**src/rtl/mem_arbiter_pkg.sv**
```systemverilog
// Shared types for the memory arbiter: bus word, RAM handshake state and arbiter FSM state.
package mem_arbiter_pkg;

  localparam int unsigned WORD_W = 32;

  typedef logic [WORD_W-1:0] word_t;

  typedef enum logic [1:0] {
    FREE   = 2'd0,
    BUSY   = 2'd1,
    ACCESS = 2'd2,
    ERROR  = 2'd3
  } ramstate_t;

  typedef enum logic [1:0] {
    IDLE = 2'd0,
    IGNT = 2'd1,
    DGNT = 2'd2
  } arbstate_t;

endpackage

```
**src/rtl/mem_arbiter_if.sv**
```systemverilog
// Cache-side and RAM-side signals of the memory arbiter, grouped for port passing.
interface mem_arbiter_if;
  import mem_arbiter_pkg::*;

  logic      iREN;
  word_t     iaddr;
  logic      iwait;
  word_t     iload;
  logic      dREN;
  logic      dWEN;
  word_t     daddr;
  word_t     dstore;
  logic      dwait;
  word_t     dload;
  logic      ramREN;
  logic      ramWEN;
  word_t     ramaddr;
  word_t     ramstore;
  word_t     ramload;
  ramstate_t ramstate;
  logic      err;

  modport slave (
    input  iREN, iaddr, dREN, dWEN, daddr, dstore, ramload, ramstate,
    output iwait, iload, dwait, dload, ramREN, ramWEN, ramaddr, ramstore, err
  );

  modport master (
    output iREN, iaddr, dREN, dWEN, daddr, dstore, ramload, ramstate,
    input  iwait, iload, dwait, dload, ramREN, ramWEN, ramaddr, ramstore, err
  );

endinterface

```
**src/rtl/mem_arb_timer.sv**
```systemverilog
// Grant watchdog: counts grant cycles, saturates at TIMEOUT-1 and flags expiry.
module mem_arb_timer #(
  parameter int unsigned TIMEOUT = 64
) (
  input  logic clk_i,
  input  logic rst_i,
  input  logic clr_i,
  input  logic en_i,
  output logic timeout_c_o
);

  localparam int unsigned CW = (TIMEOUT > 2) ? $clog2(TIMEOUT) : 1;
  localparam logic [CW-1:0] LAST = CW'(TIMEOUT - 1);

  logic [CW-1:0] tcount_q;
  logic [CW-1:0] tcount_d;

  always_comb begin
    tcount_d = tcount_q;
    if (clr_i) begin
      tcount_d = '0;
    end else if (en_i && (tcount_q != LAST)) begin
      tcount_d = tcount_q + CW'(1);
    end
  end

  always_ff @(posedge clk_i or posedge rst_i) begin
    if (rst_i) begin
      tcount_q <= '0;
    end else begin
      tcount_q <= tcount_d;
    end
  end

  assign timeout_c_o = en_i && (tcount_q == LAST);

endmodule

```
**src/rtl/mem_arbiter.sv**
```systemverilog
// Round-robin arbiter between icache and dcache in front of a variable-latency RAM.
module mem_arbiter
  import mem_arbiter_pkg::*;
#(
  parameter int unsigned TIMEOUT = 64,
  parameter int unsigned AW      = 32
) (
  input logic          CLK,
  input logic          RST,
  mem_arbiter_if.slave bus
);

  arbstate_t     state_q, state_d;
  logic          ren_q, ren_d;
  logic          wen_q, wen_d;
  logic [AW-1:0] addr_q, addr_d;
  logic [AW-1:0] store_q, store_d;
  logic          last_d_q, last_d_d;
  logic          err_q, err_d;
  logic          tmr_clr;
  logic          tmr_en;
  logic          timeout_c;
  logic          live_c;

  mem_arb_timer #(.TIMEOUT(TIMEOUT)) u_timer (
    .clk_i       (CLK),
    .rst_i       (RST),
    .clr_i       (tmr_clr),
    .en_i        (tmr_en),
    .timeout_c_o (timeout_c)
  );

  // Arbitration, completion and abort decisions; wait/load are combinational.
  always_comb begin
    state_d   = state_q;
    ren_d     = ren_q;
    wen_d     = wen_q;
    addr_d    = addr_q;
    store_d   = store_q;
    last_d_d  = last_d_q;
    err_d     = err_q;
    tmr_clr   = 1'b0;
    tmr_en    = 1'b0;
    live_c    = 1'b0;
    bus.iwait = 1'b1;
    bus.dwait = 1'b1;
    bus.iload = '0;
    bus.dload = '0;

    unique case (state_q)
      IDLE: begin
        if ((bus.dREN || bus.dWEN) && !(bus.iREN && last_d_q)) begin
          state_d = DGNT;
          ren_d   = bus.dREN && !bus.dWEN;
          wen_d   = bus.dWEN;
          addr_d  = AW'(bus.daddr);
          store_d = AW'(bus.dstore);
          tmr_clr = 1'b1;
        end else if (bus.iREN) begin
          state_d = IGNT;
          ren_d   = 1'b1;
          wen_d   = 1'b0;
          addr_d  = AW'(bus.iaddr);
          tmr_clr = 1'b1;
        end
      end

      IGNT, DGNT: begin
        tmr_en = 1'b1;
        live_c = (state_q == IGNT) ? bus.iREN : (bus.dREN || bus.dWEN);
        // Any exit drops the enables so the RAM restarts its latency count.
        if (!live_c || (bus.ramstate == ACCESS) || (bus.ramstate == ERROR) || timeout_c) begin
          state_d = IDLE;
          ren_d   = 1'b0;
          wen_d   = 1'b0;
        end
        if (live_c && (bus.ramstate == ACCESS)) begin
          last_d_d = (state_q == DGNT);
          if (state_q == IGNT) begin
            bus.iwait = 1'b0;
            bus.iload = bus.ramload;
          end else begin
            bus.dwait = 1'b0;
            bus.dload = wen_q ? '0 : bus.ramload;
          end
        end else if (live_c && ((bus.ramstate == ERROR) || timeout_c)) begin
          err_d = 1'b1;
        end
      end

      default: begin
        state_d = IDLE;
        ren_d   = 1'b0;
        wen_d   = 1'b0;
      end
    endcase
  end

  always_ff @(posedge CLK or posedge RST) begin
    if (RST) begin
      state_q  <= IDLE;
      ren_q    <= 1'b0;
      wen_q    <= 1'b0;
      addr_q   <= '0;
      store_q  <= '0;
      last_d_q <= 1'b0;
      err_q    <= 1'b0;
    end else begin
      state_q  <= state_d;
      ren_q    <= ren_d;
      wen_q    <= wen_d;
      addr_q   <= addr_d;
      store_q  <= store_d;
      last_d_q <= last_d_d;
      err_q    <= err_d;
    end
  end

  assign bus.ramREN   = ren_q;
  assign bus.ramWEN   = wen_q;
  assign bus.ramaddr  = word_t'(addr_q);
  assign bus.ramstore = word_t'(store_q);
  assign bus.err      = err_q;

endmodule
```
**src/flat_wrapper.sv**
```systemverilog
// flat-port wrapper written by rule: the top's interface ports become plain ports
module mem_arbiter_flat import mem_arbiter_pkg::*;
#(
  parameter int unsigned TIMEOUT = 64,
  parameter int unsigned AW      = 32
)
  (CLK, RST, bus_iREN, bus_iaddr, bus_dREN, bus_dWEN, bus_daddr, bus_dstore, bus_ramload, bus_ramstate, bus_iwait, bus_iload, bus_dwait, bus_dload, bus_ramREN, bus_ramWEN, bus_ramaddr, bus_ramstore, bus_err);
  mem_arbiter_if bus_i ();
  input logic CLK;
  input logic RST;
  input wire logic [$bits(bus_i.iREN)-1:0] bus_iREN;
  input wire logic [$bits(bus_i.iaddr)-1:0] bus_iaddr;
  input wire logic [$bits(bus_i.dREN)-1:0] bus_dREN;
  input wire logic [$bits(bus_i.dWEN)-1:0] bus_dWEN;
  input wire logic [$bits(bus_i.daddr)-1:0] bus_daddr;
  input wire logic [$bits(bus_i.dstore)-1:0] bus_dstore;
  input wire logic [$bits(bus_i.ramload)-1:0] bus_ramload;
  input wire logic [$bits(bus_i.ramstate)-1:0] bus_ramstate;
  output wire logic [$bits(bus_i.iwait)-1:0] bus_iwait;
  output wire logic [$bits(bus_i.iload)-1:0] bus_iload;
  output wire logic [$bits(bus_i.dwait)-1:0] bus_dwait;
  output wire logic [$bits(bus_i.dload)-1:0] bus_dload;
  output wire logic [$bits(bus_i.ramREN)-1:0] bus_ramREN;
  output wire logic [$bits(bus_i.ramWEN)-1:0] bus_ramWEN;
  output wire logic [$bits(bus_i.ramaddr)-1:0] bus_ramaddr;
  output wire logic [$bits(bus_i.ramstore)-1:0] bus_ramstore;
  output wire logic [$bits(bus_i.err)-1:0] bus_err;
  assign bus_i.iREN = bus_iREN;
  assign bus_i.iaddr = bus_iaddr;
  assign bus_i.dREN = bus_dREN;
  assign bus_i.dWEN = bus_dWEN;
  assign bus_i.daddr = bus_daddr;
  assign bus_i.dstore = bus_dstore;
  assign bus_i.ramload = bus_ramload;
  assign bus_i.ramstate = bus_ramstate;
  assign bus_iwait = bus_i.iwait;
  assign bus_iload = bus_i.iload;
  assign bus_dwait = bus_i.dwait;
  assign bus_dload = bus_i.dload;
  assign bus_ramREN = bus_i.ramREN;
  assign bus_ramWEN = bus_i.ramWEN;
  assign bus_ramaddr = bus_i.ramaddr;
  assign bus_ramstore = bus_i.ramstore;
  assign bus_err = bus_i.err;
  mem_arbiter #(.TIMEOUT(TIMEOUT), .AW(AW)) u_core (.CLK(CLK), .RST(RST), .bus(bus_i));
endmodule
```
**config.mk**
```make
export PLATFORM = sky130hd
export DESIGN_NAME = mem_arbiter_flat
export DESIGN_NICKNAME = d
export VERILOG_FILES = /design/src/rtl/mem_arbiter_pkg.sv /design/src/rtl/mem_arbiter_if.sv /design/src/rtl/mem_arb_timer.sv /design/src/rtl/mem_arbiter.sv /design/src/flat_wrapper.sv
export SDC_FILE = /design/constraint.sdc
export NUM_CORES = 1
export LEC_CHECK = 0
export ABC_AREA = 1
export BUFFER_PORTS_ARGS = -buffer_cell sky130_fd_sc_hd__buf_2
export CAP_MARGIN = 15
export CORE_MARGIN = 2
export CORE_UTILIZATION = 38
export DETAILED_ROUTE_END_ITERATION = 10
export GPL_TIMING_DRIVEN = 0
export PLACE_DENSITY = 0.82
export SLEW_MARGIN = 20
export SYNTH_ARGS = -nofsm -noshare
export SYNTH_HDL_FRONTEND = slang
export SYNTH_SLANG_ARGS = --single-unit
```
**constraint.sdc**
```tcl
create_clock -name CLK -period 2.3 [get_ports CLK]
set_input_delay 0.46 -clock CLK [delete_from_list [all_inputs] [get_ports CLK]]
set_output_delay 0.46 -clock CLK [all_outputs]
set_load 0.02 [all_outputs]
```
==> metrics.cfg <==
[yosys]
syn-num-nets = 655
ys_seq_area_share_pct = 49.56
synth_cell_types = 23
ys_ff_latch = 76
netlist_area_mm2 = 0.003837
ys_warn_count = 0
synth_cells = 515
synth.avg_cell_area_um2 = 7.451

[grt]
antenna_found_initial = 1
grt_pass1_vias = 4180
overflow = 0
grt_usage_pct = 23.23
grt_pass1_wl_mm = 20.41
grt_max_degree = 33

[clock_network]
h-tree-depth = 3
path_clk_slew_ps = 80
clock_latency_ps = 350
clock_path_buffers = 2
cts_tree = built
numCtsBuffers = 9
ctsHoldBuffers = 0
cts-root-buf = clkbuf_8
cts_sinks = 76

[sta]
worst_slew_pin_slew_ps = 458.3
period_share_pct = 105.8
skew_ps = 11.55
final_max_slew_viol_count = 0
setup_viol = 63
setup_ws_ps = -133.1
hold_viol_final = 0
min_period_ps = 2433
fmax_mhz = 411.0
rsz0062_at_grt = yes
relSlewSlack_pct = 69.39

[cells_and_area]
stdcell_area_mm2 = 0.006255
drive_gt1_share_pct = 46.55
fillers = 826
final_cell_mix = buf_2 (208), nand2_1 (155), dfrtp_1 (75), nor2_1 (61), buf_4 (50)
final_common_cell = buf_2
syn_to_final_growth_pct = 62.99
nets = 948
final_cells = 946

[detailed_routing]
vias = 4426
drt_iter0_drc = 220
drc = 0
via_per_inst = 4.679
ant_nets = 0
routed_wl_mm = 13.98
dr.pass1.iters = 4
wl_per_cell_um = 14.77

[die]
core_mm2 = 0.009774
die_h_um = 104.5
ios = 268
die_x_um = 104.5
start_util_pct = 39.26
row_count = 36
dieArea_mm2 = 0.01092

[placed_design]
port_buffers = 267
hpwl_mm = 9.446
placed_cells = 917
place.gp.congestion = 0.8804
dpl_cell_area_mm2 = 0.005384
place_ws_ps = 114.2

[power_and_ir_drop]
power_mw = 6.996
power_density_mw_per_mm2 = 1119
p_leak_nw = 3.494
irDropWorstVdd_v = 0.0006987

[worst_setup_path]
reg2reg_depth = 8
critical_path_peak_fanout = 7
critPathKind = reg -> out
crit_path_end_kind = output pin
critPathLaunchType = flip-flop
cp_data_required_time_ps = 1840
crit_arrival_ps = 1970

[min_path]
hold_path.class = in -> async

[status]
violations = setup timing
status = finished, violations left

[run]
drv_cap = 0

-- power by group --
part	total (mW)	internal (mW)	switching, mW
sequential	2.29	1.96	0.331
combinational	3.72	1.29	2.43
clock	0.984	0.493	0.491
-- per-layer routing --
metal	vias up	GRT usage, %	share of wire [%]
li1	2160	-	-
met1	2016	26.90	38
met2	213	41.08	51
met3	37	4.449	6.5
met4	0	11.10	3.9
met5	-	0	0
-- timing repair --
item                                    4_1_cts  5_1_grt
endpoints found under the setup margin       61       64
buffers inserted                              6        4
gates resized for setup                     133       55
gates cloned                                  2        1
endpoints found under the hold margin         0        0
pin swaps                                     5        4
-- layout make-up --
type | instances | area [um^2] | area share, %
Sequential cell | 76 | 1903 | 30.43
Multi-Input combinational cell | 362 | 1852 | 29.61
Timing Repair Buffer | 282 | 1764 | 28.21
Inverter | 52 | 198.9 | 3.181
Buffer | 25 | 186.4 | 2.981
Tap cell | 133 | 166.4 | 2.661
Clock buffer | 10 | 127.6 | 2.040
Clock inverter | 5 | 53.80 | 0.8602
Antenna cell | 1 | 2.502 | 0.04001
-- Yosys cell counts (all sizes together) --
library cell	n	area, um^2
a21o	1	7.510
a21oi	2	21.27
buf	17	113.9
clkbuf	8	30.03
dfrtp	76	1902
ha	5	62.56
inv	52	195.2
nand2	158	593.1
nand3	15	80.08
nand3b	1	20.02
nor2	110	454.2
nor3	1	5.000
o21ai	67	335.3
xor2	2	17.52
-- cell families after synthesis --
group           Yosys count  share of synthesized area [%]
buf+inv                  77                          8.836
fa+ha+maj                 5                          1.630
simple gates            285                          30.03
flops                    76                          49.56
compound gates           70                          9.488
xor+xnor                  2                         0.4566
-- state kept, by name, summed over array words and instances, names as in the netlist --
register and cells:
u_core.bus.err 1, u_core.bus.ramstore 32, u_core.u_timer.tcount_q 6, u_core.bus.ramREN 1, u_core.last_d_q 1, u_core.bus.ramaddr 32, u_core.bus.ramWEN 1, u_core.state_q 2
-- path summary, 6_finish.rpt --
path / slack, ps / endpoint / startpoint
max: -130 / bus_iload[15] / u_core.state_q[1]
min: 130 / u_core.bus.ramstore[3] / RST
max reg2reg: 470 / u_core.bus.ramaddr[22] / u_core.state_q[0]
min reg2reg: 470 / u_core.bus.ramstore[11] / u_core.bus.ramstore[11]
max in group asynchronous: 1650 / u_core.state_q[0] / RST
min in group CLK: 310 / u_core.bus.ramstore[12] / bus_dstore[12]
-- critical path: stages (launching register included) --
cell,delay (ps)
dfrtp_1,390
inv_2,90
ha_4,150
inv_2,40
nand2_2,70
nand3_2,90
nor2_4,180
nand2_4,150
buf_8,180
nor2_2,140
buf_6,140
-- per-stage QoR --
| step | hold WS, ps | util [%] | setup TNS, ps |
|---|---|---|---|
| finish | 129.0 | 63.99 | -4552 |
| global route | 133.7 | 63.99 | -11170 |
| CTS | 127.4 | 61.42 | -3655 |
| detailed placement | 452.7 | 55.08 | 0 |
| global placement | 442.0 | 54.67 | 0 |
| floorplan | 463.7 | - | 0 |
Note: power is estimated with default switching activity, not from simulation.
